### config.mk
export PLATFORM = sky130hd
export DESIGN_NAME = wb_regfile_flat
export DESIGN_NICKNAME = d
export VERILOG_FILES = /design/src/rtl/wb_pkg.sv /design/src/rtl/wb_regfile_if.sv /design/src/rtl/wb_select.sv /design/src/rtl/wb_regfile.sv /design/src/flat_wrapper.sv
export SDC_FILE = /design/constraint.sdc
export NUM_CORES = 2
export LEC_CHECK = 0
export BUFFER_PORTS_ARGS = -buffer_cell sky130_fd_sc_hd__buf_2
export CAP_MARGIN = 20
export CORE_MARGIN = 4
export CORE_UTILIZATION = 65
export CTS_CLUSTER_DIAMETER = 60
export DETAILED_ROUTE_END_ITERATION = 6
export GPL_ROUTABILITY_DRIVEN = 0
export HOLD_SLACK_MARGIN = 0.08
export PLACE_DENSITY = 0.85
export SETUP_SLACK_MARGIN = 0.4
export SYNTH_ARGS = -nofsm -noshare
export SYNTH_HDL_FRONTEND = slang
export SYNTH_SLANG_ARGS = --single-unit
### constraint.sdc
create_clock -name clk -period 2.9 [get_ports clk]
set_input_delay 0.145 -clock clk [delete_from_list [all_inputs] [get_ports clk]]
set_output_delay 0.145 -clock clk [all_outputs]
set_load 0.05 [all_outputs]
### src/rtl/wb_pkg.sv
// Shared write-back definitions: W control bit positions, register-zero index and datapath types.
// Used by wb_regfile, the MEM/WB register and the forwarding unit.
package wb_pkg;

    localparam int DATA_W     = 32;
    localparam int ADDR_W     = 5;
    localparam int W_REGWRITE = 1;
    localparam int W_MEMTOREG = 0;

    localparam logic [ADDR_W-1:0] REG_ZERO = 5'd0;

    typedef logic [ADDR_W-1:0] reg_idx_t;
    typedef logic [DATA_W-1:0] word_t;

endpackage

### src/rtl/wb_regfile_if.sv
// Bus between the MEM/WB + ID stages (master side) and the write-back/register-file block (slave side).
interface wb_regfile_if #(
    parameter int DATA_W = 32,
    parameter int ADDR_W = 5
);
    logic [1:0]        W_in;
    logic [DATA_W-1:0] RD_in;
    logic [DATA_W-1:0] ADDR_in;
    logic [ADDR_W-1:0] WN_in;
    logic [ADDR_W-1:0] RN1;
    logic [ADDR_W-1:0] RN2;
    logic [DATA_W-1:0] RD1;
    logic [DATA_W-1:0] RD2;
    logic [DATA_W-1:0] WD_out;
    logic              WE_out;

    modport master (
        output W_in, RD_in, ADDR_in, WN_in, RN1, RN2,
        input  RD1, RD2, WD_out, WE_out
    );

    modport slave (
        input  W_in, RD_in, ADDR_in, WN_in, RN1, RN2,
        output RD1, RD2, WD_out, WE_out
    );
endinterface

### src/rtl/wb_select.sv
// Write-back data mux and effective write-enable qualification (purely combinational).
module wb_select
    import wb_pkg::*;
#(
    parameter int DATA_W = 32,
    parameter int ADDR_W = 5
) (
    input  logic [1:0]        w,
    input  logic [DATA_W-1:0] rd,
    input  logic [DATA_W-1:0] addr,
    input  logic [ADDR_W-1:0] wn,
    output logic [DATA_W-1:0] wd,
    output logic              we
);

    assign wd = w[W_MEMTOREG] ? rd : addr;
    // Register 0 is hardwired, so a write aimed at it is not a write at all.
    assign we = w[W_REGWRITE] & (wn != ADDR_W'(REG_ZERO));

endmodule

### src/rtl/wb_regfile.sv
// Write-back stage plus 32x32 architectural register file with write-through read bypass.
// Optional debug port and commit counter enabled by defining WB_REGFILE_DBG_EN.
module wb_regfile
    import wb_pkg::*;
#(
    parameter int DATA_W = 32,
    parameter int ADDR_W = 5,
    parameter int NREG   = 32
) (
    input  logic              clk,
    input  logic              rst,
    wb_regfile_if.slave       bus
`ifdef WB_REGFILE_DBG_EN
    ,
    input  logic [ADDR_W-1:0] dbg_rn,
    output logic [DATA_W-1:0] dbg_rd,
    output logic [31:0]       wb_count
`endif
);

    logic [DATA_W-1:0] regs [NREG];
    logic [DATA_W-1:0] wd;
    logic              we;

    wb_select #(
        .DATA_W (DATA_W),
        .ADDR_W (ADDR_W)
    ) u_wb_select (
        .w    (bus.W_in),
        .rd   (bus.RD_in),
        .addr (bus.ADDR_in),
        .wn   (bus.WN_in),
        .wd   (wd),
        .we   (we)
    );

    assign bus.WD_out = wd;
    assign bus.WE_out = we;

    always_ff @(posedge clk or negedge rst) begin
        if (!rst) begin
            for (int i = 0; i < NREG; i++) regs[i] <= '0;
        end else if (we) begin
            regs[bus.WN_in] <= wd;
        end
    end

    // Bypass is evaluated on live inputs, so it also holds while the array is held in reset.
    always_comb begin
        bus.RD1 = '0;
        if (bus.RN1 == ADDR_W'(REG_ZERO))      bus.RD1 = '0;
        else if (we && bus.RN1 == bus.WN_in)   bus.RD1 = wd;
        else                                   bus.RD1 = regs[bus.RN1];
    end

    always_comb begin
        bus.RD2 = '0;
        if (bus.RN2 == ADDR_W'(REG_ZERO))      bus.RD2 = '0;
        else if (we && bus.RN2 == bus.WN_in)   bus.RD2 = wd;
        else                                   bus.RD2 = regs[bus.RN2];
    end

`ifdef WB_REGFILE_DBG_EN
    assign dbg_rd = regs[dbg_rn];

    always_ff @(posedge clk or negedge rst) begin
        if (!rst)    wb_count <= '0;
        else if (we) wb_count <= wb_count + 32'd1;
    end
`endif

endmodule

### src/flat_wrapper.sv
// flat-port wrapper written by rule: the top's interface ports become plain ports
module wb_regfile_flat import wb_pkg::*;
#(
    parameter int DATA_W = 32,
    parameter int ADDR_W = 5,
    parameter int NREG   = 32
)
  (clk, rst, bus_W_in, bus_RD_in, bus_ADDR_in, bus_WN_in, bus_RN1, bus_RN2, bus_RD1, bus_RD2, bus_WD_out, bus_WE_out);
  wb_regfile_if #(.DATA_W(DATA_W), .ADDR_W(ADDR_W)) bus_i ();
  input  logic clk;
  input  logic rst;
  input wire logic [$bits(bus_i.W_in)-1:0] bus_W_in;
  input wire logic [$bits(bus_i.RD_in)-1:0] bus_RD_in;
  input wire logic [$bits(bus_i.ADDR_in)-1:0] bus_ADDR_in;
  input wire logic [$bits(bus_i.WN_in)-1:0] bus_WN_in;
  input wire logic [$bits(bus_i.RN1)-1:0] bus_RN1;
  input wire logic [$bits(bus_i.RN2)-1:0] bus_RN2;
  output wire logic [$bits(bus_i.RD1)-1:0] bus_RD1;
  output wire logic [$bits(bus_i.RD2)-1:0] bus_RD2;
  output wire logic [$bits(bus_i.WD_out)-1:0] bus_WD_out;
  output wire logic [$bits(bus_i.WE_out)-1:0] bus_WE_out;
  assign bus_i.W_in = bus_W_in;
  assign bus_i.RD_in = bus_RD_in;
  assign bus_i.ADDR_in = bus_ADDR_in;
  assign bus_i.WN_in = bus_WN_in;
  assign bus_i.RN1 = bus_RN1;
  assign bus_i.RN2 = bus_RN2;
  assign bus_RD1 = bus_i.RD1;
  assign bus_RD2 = bus_i.RD2;
  assign bus_WD_out = bus_i.WD_out;
  assign bus_WE_out = bus_i.WE_out;
  wb_regfile #(.DATA_W(DATA_W), .ADDR_W(ADDR_W), .NREG(NREG)) u_core (.clk(clk), .rst(rst), .bus(bus_i));
endmodule
==> results of run 1 <==
==> metrics by stage <==
stage / hold WS, ns / setup slack (ns) / setup TNS, ns / utilization (%) / instances
2_1_floorplan: -0.151 / 0.275 / 0 / - / 5016
3_3_place_gp: 0.234 / -0.0890 / -0.228 / 69.4 / 5991
3_5_place_dp: 0.247 / -0.0272 / -0.0455 / 69.5 / 5992
4_1_cts: 0.0819 / 0.0996 / 0 / 76.5 / 6283
==> cell families after synthesis <==
group	Yosys count	share of synthesized area [%]
mux	669	21.8
compound gates	1443	15.2
flops	1024	47.6
buf+inv	580	5.28
xor+xnor	10	0.163
simple gates	1290	9.94
==> repair_timing <==
action,in CTS
hold buffers,61
gates resized for setup,289
hold endpoints to repair,517
setup endpoints to repair,62
buffers inserted,39
pin swaps,102
==> per-layer routing <==
metal	track usage, %	GRT overflow
met3	79.7	12
met1	77.7	6
met4	76.7	9
met2	90.8	9
met5	70.9	2
==> out/summary.log, run 1 <==
INFO  outcome        run_status=did not finish
INFO  outcome        haltStage=5_1_grt
INFO  outcome        tool.error=[ERROR GRT-0232] Routing congestion too high. Check the congestion heatmap in the GUI.
INFO  synthesis      netlist_top_cells_count=sky130_fd_sc_hd__dfrtp_1, sky130_fd_sc_hd__nor2_1, sky130_fd_sc_hd__a21oi_1
INFO  synthesis      yosys.cell_count.top_type=sky130_fd_sc_hd__dfrtp_1
INFO  synthesis      yosys.cell_types.count=63
INFO  clocking       cts_num_sinks=1,024
INFO  die            start_util=65.5%
INFO  placed_design  portBuffers=179
INFO  synthesis      synthCells=5,016
INFO  die            die_w=296um
INFO  grt            grtUsageTotal=81.6%
INFO  synthesis      netlist_top_cells_area=sky130_fd_sc_hd__dfrtp_1, sky130_fd_sc_hd__mux4_2, sky130_fd_sc_hd__a21oi_1
INFO  synthesis      synth_enable_flop_cells=0
INFO  die            die-height=296um
INFO  synthesis      ys_ff_latch=1,024
INFO  sta            worst_end_pin_type=output port
INFO  grt            gr-total-overflow=38
INFO  synthesis      postSynth.topFlopCell=sky130_fd_sc_hd__dfrtp_1
INFO  grt            grt_max_degree=85
INFO  placed_design  place.detailed.hpwl=119,000um
INFO  synthesis      synth_top_area_cell=sky130_fd_sc_hd__dfrtp_1
INFO  synthesis      synth.top_cell.area_share=47.6%
INFO  synthesis      synth_seq_area_share=47.6%
INFO  sta            grt_repair_worst_endpoint=bus_RD2[5]
INFO  synthesis      avgSynthCellArea=10.7um^2
INFO  die            floorplan.io_pins=180
INFO  die            rows=105
INFO  synthesis      synthesis.yosys.warnings=0
INFO  synthesis      synth_area=0.0538mm^2
INFO  clocking       clock-root-buffer=sky130_fd_sc_hd__clkbuf_16
INFO  placed_design  postPlaceCellArea=0.0570mm^2
INFO  clocking       cts-buffers-inserted=103
INFO  clocking       cts-root-to-sink-buffers=3
INFO  synthesis      asr_flop_ratio_synth=100%
INFO  clocking       ctsHtreeMaxLevel=3
INFO  synthesis      syn-num-nets=5,099
INFO  grt            grt_antenna_before_repair=39
==> run 2: changes to the inputs <==
--- a/config.mk
+++ b/config.mk
@@ -8,13 +8,10 @@
 export BUFFER_PORTS_ARGS = -buffer_cell sky130_fd_sc_hd__buf_2
 export CAP_MARGIN = 20
 export CORE_MARGIN = 4
-export CORE_UTILIZATION = 65
-export CTS_CLUSTER_DIAMETER = 60
+export CORE_UTILIZATION = 40
 export DETAILED_ROUTE_END_ITERATION = 6
 export GPL_ROUTABILITY_DRIVEN = 0
-export HOLD_SLACK_MARGIN = 0.08
-export PLACE_DENSITY = 0.85
-export SETUP_SLACK_MARGIN = 0.4
+export PLACE_DENSITY_LB_ADDON = 0.15
 export SYNTH_ARGS = -nofsm -noshare
 export SYNTH_HDL_FRONTEND = slang
 export SYNTH_SLANG_ARGS = --single-unit
==> run 2 against run 1 <==
  * Area after synthesis unchanged
  * The flow now finishes without violations
  * Synthesized cell count stayed put
==> out/summary.log, run 2 <==
INFO  outcome        run_status=complete, no violations
INFO  critical_path  startpoint_type=register
INFO  synthesis      synthCells=5,016 [unchanged]
INFO  critical_path  path_max_fanout=3
INFO  detailed_routing drcViolationCount=0
INFO  detailed_routing detail_route.first_pass.iterations=5
INFO  synthesis      synthesis.yosys.warnings=0 [unchanged]
INFO  synthesis      postSynth.topFlopCell=sky130_fd_sc_hd__dfrtp_1
INFO  grt            grt_antenna_before_repair=5
INFO  critical_path  timing.critical_path.arrival=2.69ns
INFO  die            rows=134 [+28%]
INFO  sta            slew_headroom=27.3%
INFO  grt            grt_first_pass_wirelength=312,000um
INFO  detailed_routing detailedRoute.firstIterationViolations=4,622
INFO  finish         biggest_registers_after_layout=u_core.regs x1024
INFO  detailed_routing detail_route.vias_per_cell=6.15
INFO  synthesis      netlist_top_cells_area=sky130_fd_sc_hd__dfrtp_1, sky130_fd_sc_hd__mux4_2, sky130_fd_sc_hd__a21oi_1
INFO  sta            timing.final.setup_violations=0
INFO  synthesis      avgSynthCellArea=10.7um^2 [unchanged]
INFO  synthesis      synth_enable_flop_cells=0 [unchanged]
INFO  power          power_per_cell_area=731mW/mm^2
INFO  finish         largest_reg_flops=1,024
INFO  die            die_area=0.140mm^2
INFO  grt            grtUsageTotal=30.3%
INFO  synthesis      ys_ff_latch=1,024 [unchanged]
INFO  power          leakagePower=0.0270uW
INFO  sta            fmax=353MHz
INFO  finish         regMostFlops=u_core.regs
INFO  clocking       cts.reportedPaths.clkPinSlew=0.06ns
INFO  synthesis      synth_seq_area_share=47.6% [unchanged]
INFO  detailed_routing antenna_violating_nets_post_route=0
INFO  finish         final_core_utilization=47.6%
INFO  synthesis      syn-num-nets=5,099 [unchanged]
INFO  synthesis      netlist_top_cells_count=sky130_fd_sc_hd__dfrtp_1, sky130_fd_sc_hd__nor2_1, sky130_fd_sc_hd__a21oi_1
INFO  synthesis      yosys.cell_types.count=63 [unchanged]
INFO  critical_path  critical_path_required=2.76ns
INFO  sta            final_critical_path_required_period=2.83ns
INFO  grt            gr-total-overflow=0
INFO  finish         layout.cells.most_common_list=sky130_fd_sc_hd__dfrtp_1, sky130_fd_sc_hd__nor2_1, sky130_fd_sc_hd__a21oi_1, sky130_fd_sc_hd__mux4_2, sky130_fd_sc_hd__o21ai_0
INFO  synthesis      synth_top_area_cell=sky130_fd_sc_hd__dfrtp_1
INFO  sta            fin_hold_ws=0.0240ns
INFO  sta            timing.clock.skew=0ns
INFO  finish         synthToLayoutAreaGrowth=18.0%
INFO  job            drv_cap=0
INFO  finish         layout.nets=5,235
INFO  clocking       ctsHtreeMaxLevel=3 [unchanged]
INFO  die            start_util=40.3% [-25 points]
INFO  power          irDropWorstVdd=479uV
INFO  die            floorplan.io_pins=180 [unchanged]
INFO  hold_path      hold_path.class=in2reg
INFO  grt            grt_max_degree=94
INFO  synthesis      synth_area=0.0538mm^2 [unchanged]
INFO  placed_design  place.detailed.hpwl=134,000um [+13%]
INFO  sta            tightestPinTransition=1.09ns
INFO  grt            via_count_of_the_first_global_routing_pass=42.7k
INFO  finish         layout_commonest_cell=sky130_fd_sc_hd__dfrtp_1
INFO  sta            timing_max_transition_violations_final=0
INFO  critical_path  setup.worst_path.end_class=output port
INFO  finish         drive_gt1_share=23.9%
INFO  sta            finalCritPeriodShare=97.7%
INFO  detailed_routing drt-wirelength-per-cell=30.7um
INFO  critical_path  crit_type=reg2out
INFO  clocking       cts_num_sinks=1,024 [unchanged]
INFO  clocking       tritoncts_clock_tree=yes
INFO  placed_design  portBuffers=179 [unchanged]
INFO  die            die_w=375um [+27%]
INFO  detailed_routing via_count=43.1k
INFO  sta            final-hold-violation-count=0
INFO  die            placeableCoreArea=0.133mm^2
INFO  clocking       clock-root-buffer=sky130_fd_sc_hd__clkbuf_16
INFO  clocking       cts-root-to-sink-buffers=3 [unchanged]
INFO  die            die-height=375um [+27%]
INFO  detailed_routing route.final.wire_length=215,000um
INFO  clocking       cts-buffers-inserted=117 [+14%]
INFO  synthesis      yosys.cell_count.top_type=sky130_fd_sc_hd__dfrtp_1
INFO  clocking       worst_skew_pair.late_latency=0.74ns
INFO  synthesis      synth.top_cell.area_share=47.6% [unchanged]
INFO  synthesis      asr_flop_ratio_synth=100% [unchanged]
-- run 2: cell counts after synthesis --
No cell type changed its count.
-- run 2: kinds of logic (layout without fill, tap and decap cells) --
family                 Yosys count  count (layout)  synth area share [%]
AO/OA/AOI/OAI                 1443            1443                  15.2
buffers and inverters          580             809                  5.28
multiplexers                   669             669                  21.8
other                            0               1                     0
flip-flops                    1024            1024                  47.6
XOR/XNOR                        10              10                 0.163
AND/OR/NAND/NOR               1290            1290                  9.94
-- run 2: worst paths after layout --
check	cells past startpoint	endpoint	slack, ns	start
hold / removal	4	u_core.regs[401]	0.02	bus_ADDR_in[17]
setup reg to reg	3	u_core.regs[22]	2.10	u_core.regs[22]
min in group asynchronous	2	u_core.regs[486]	0.03	rst
hold reg to reg	0	u_core.regs[998]	0.39	u_core.regs[998]
max in group asynchronous	3	u_core.regs[492]	1.86	rst
setup / recovery	4	bus_RD2[24]	0.07	u_core.regs[152]
-- run 2: area by class of cell --
| type | instances | area [um^2] |
|---|---|---|
| antenna | 1 | 2.50 |
| clock buffer | 174 | 3510 |
| clock inverter | 38 | 427 |
| fill | 12300 | 70000 |
| inverter | 35 | 131 |
| multi-input combinational | 3412 | 26000 |
| sequential | 1024 | 25600 |
| tap | 1768 | 2210 |
| timing repair buffer | 562 | 5570 |
-- run 2: report_power, final --
part	internal [uW]	switching, uW
combinational	5360	5840
clock	9010	6280
sequential	17400	2440
total	31800	14600
-- run 2: repair_timing --
action,4_1_cts,5_1_grt
hold buffers,42,0
resized for setup,20,17
pin swaps,4,4
hold endpoints to repair,825,0
setup buffers,0,1
setup endpoints to repair,11,13
-- run 2: per-layer routing --
metal	GRT usage, %	part of all wire (%)
met5	0	0.012
met4	11.4	4.2
met3	5.70	8.4
met2	45.0	44
met1	44.2	44
-- run 2: through the flow --
| step | instances | total power (uW) | TNS, ns | cell area [um^2] | setup WS (ns) |
|---|---|---|---|---|---|
| 5_1_grt | 7014 | 48500 | -0.0173 | 63500 | -0.0173 |
| 3_5_place_dp | 6758 | 31000 | 0 | 59000 | 0.0159 |
| 2_1_floorplan | 5016 | 27100 | -0.250 | 53800 | -0.125 |
| 6_report | 7014 | 46400 | 0 | 63500 | 0.0659 |
| 4_1_cts | 7012 | 46400 | 0 | 63400 | 0.00767 |
| 3_3_place_gp | 6757 | 30700 | -0.0436 | 58900 | -0.0436 |
-- run 2: critical path, stage by stage, from the launching register on --
cell and delay [ns]:
sky130_fd_sc_hd__dfrtp_1 0.39, sky130_fd_sc_hd__mux4_2 0.48, sky130_fd_sc_hd__a221oi_1 0.42, sky130_fd_sc_hd__o221ai_1 0.34, sky130_fd_sc_hd__buf_2 0.32
No activity file was read; power rests on OpenSTA's default activity.
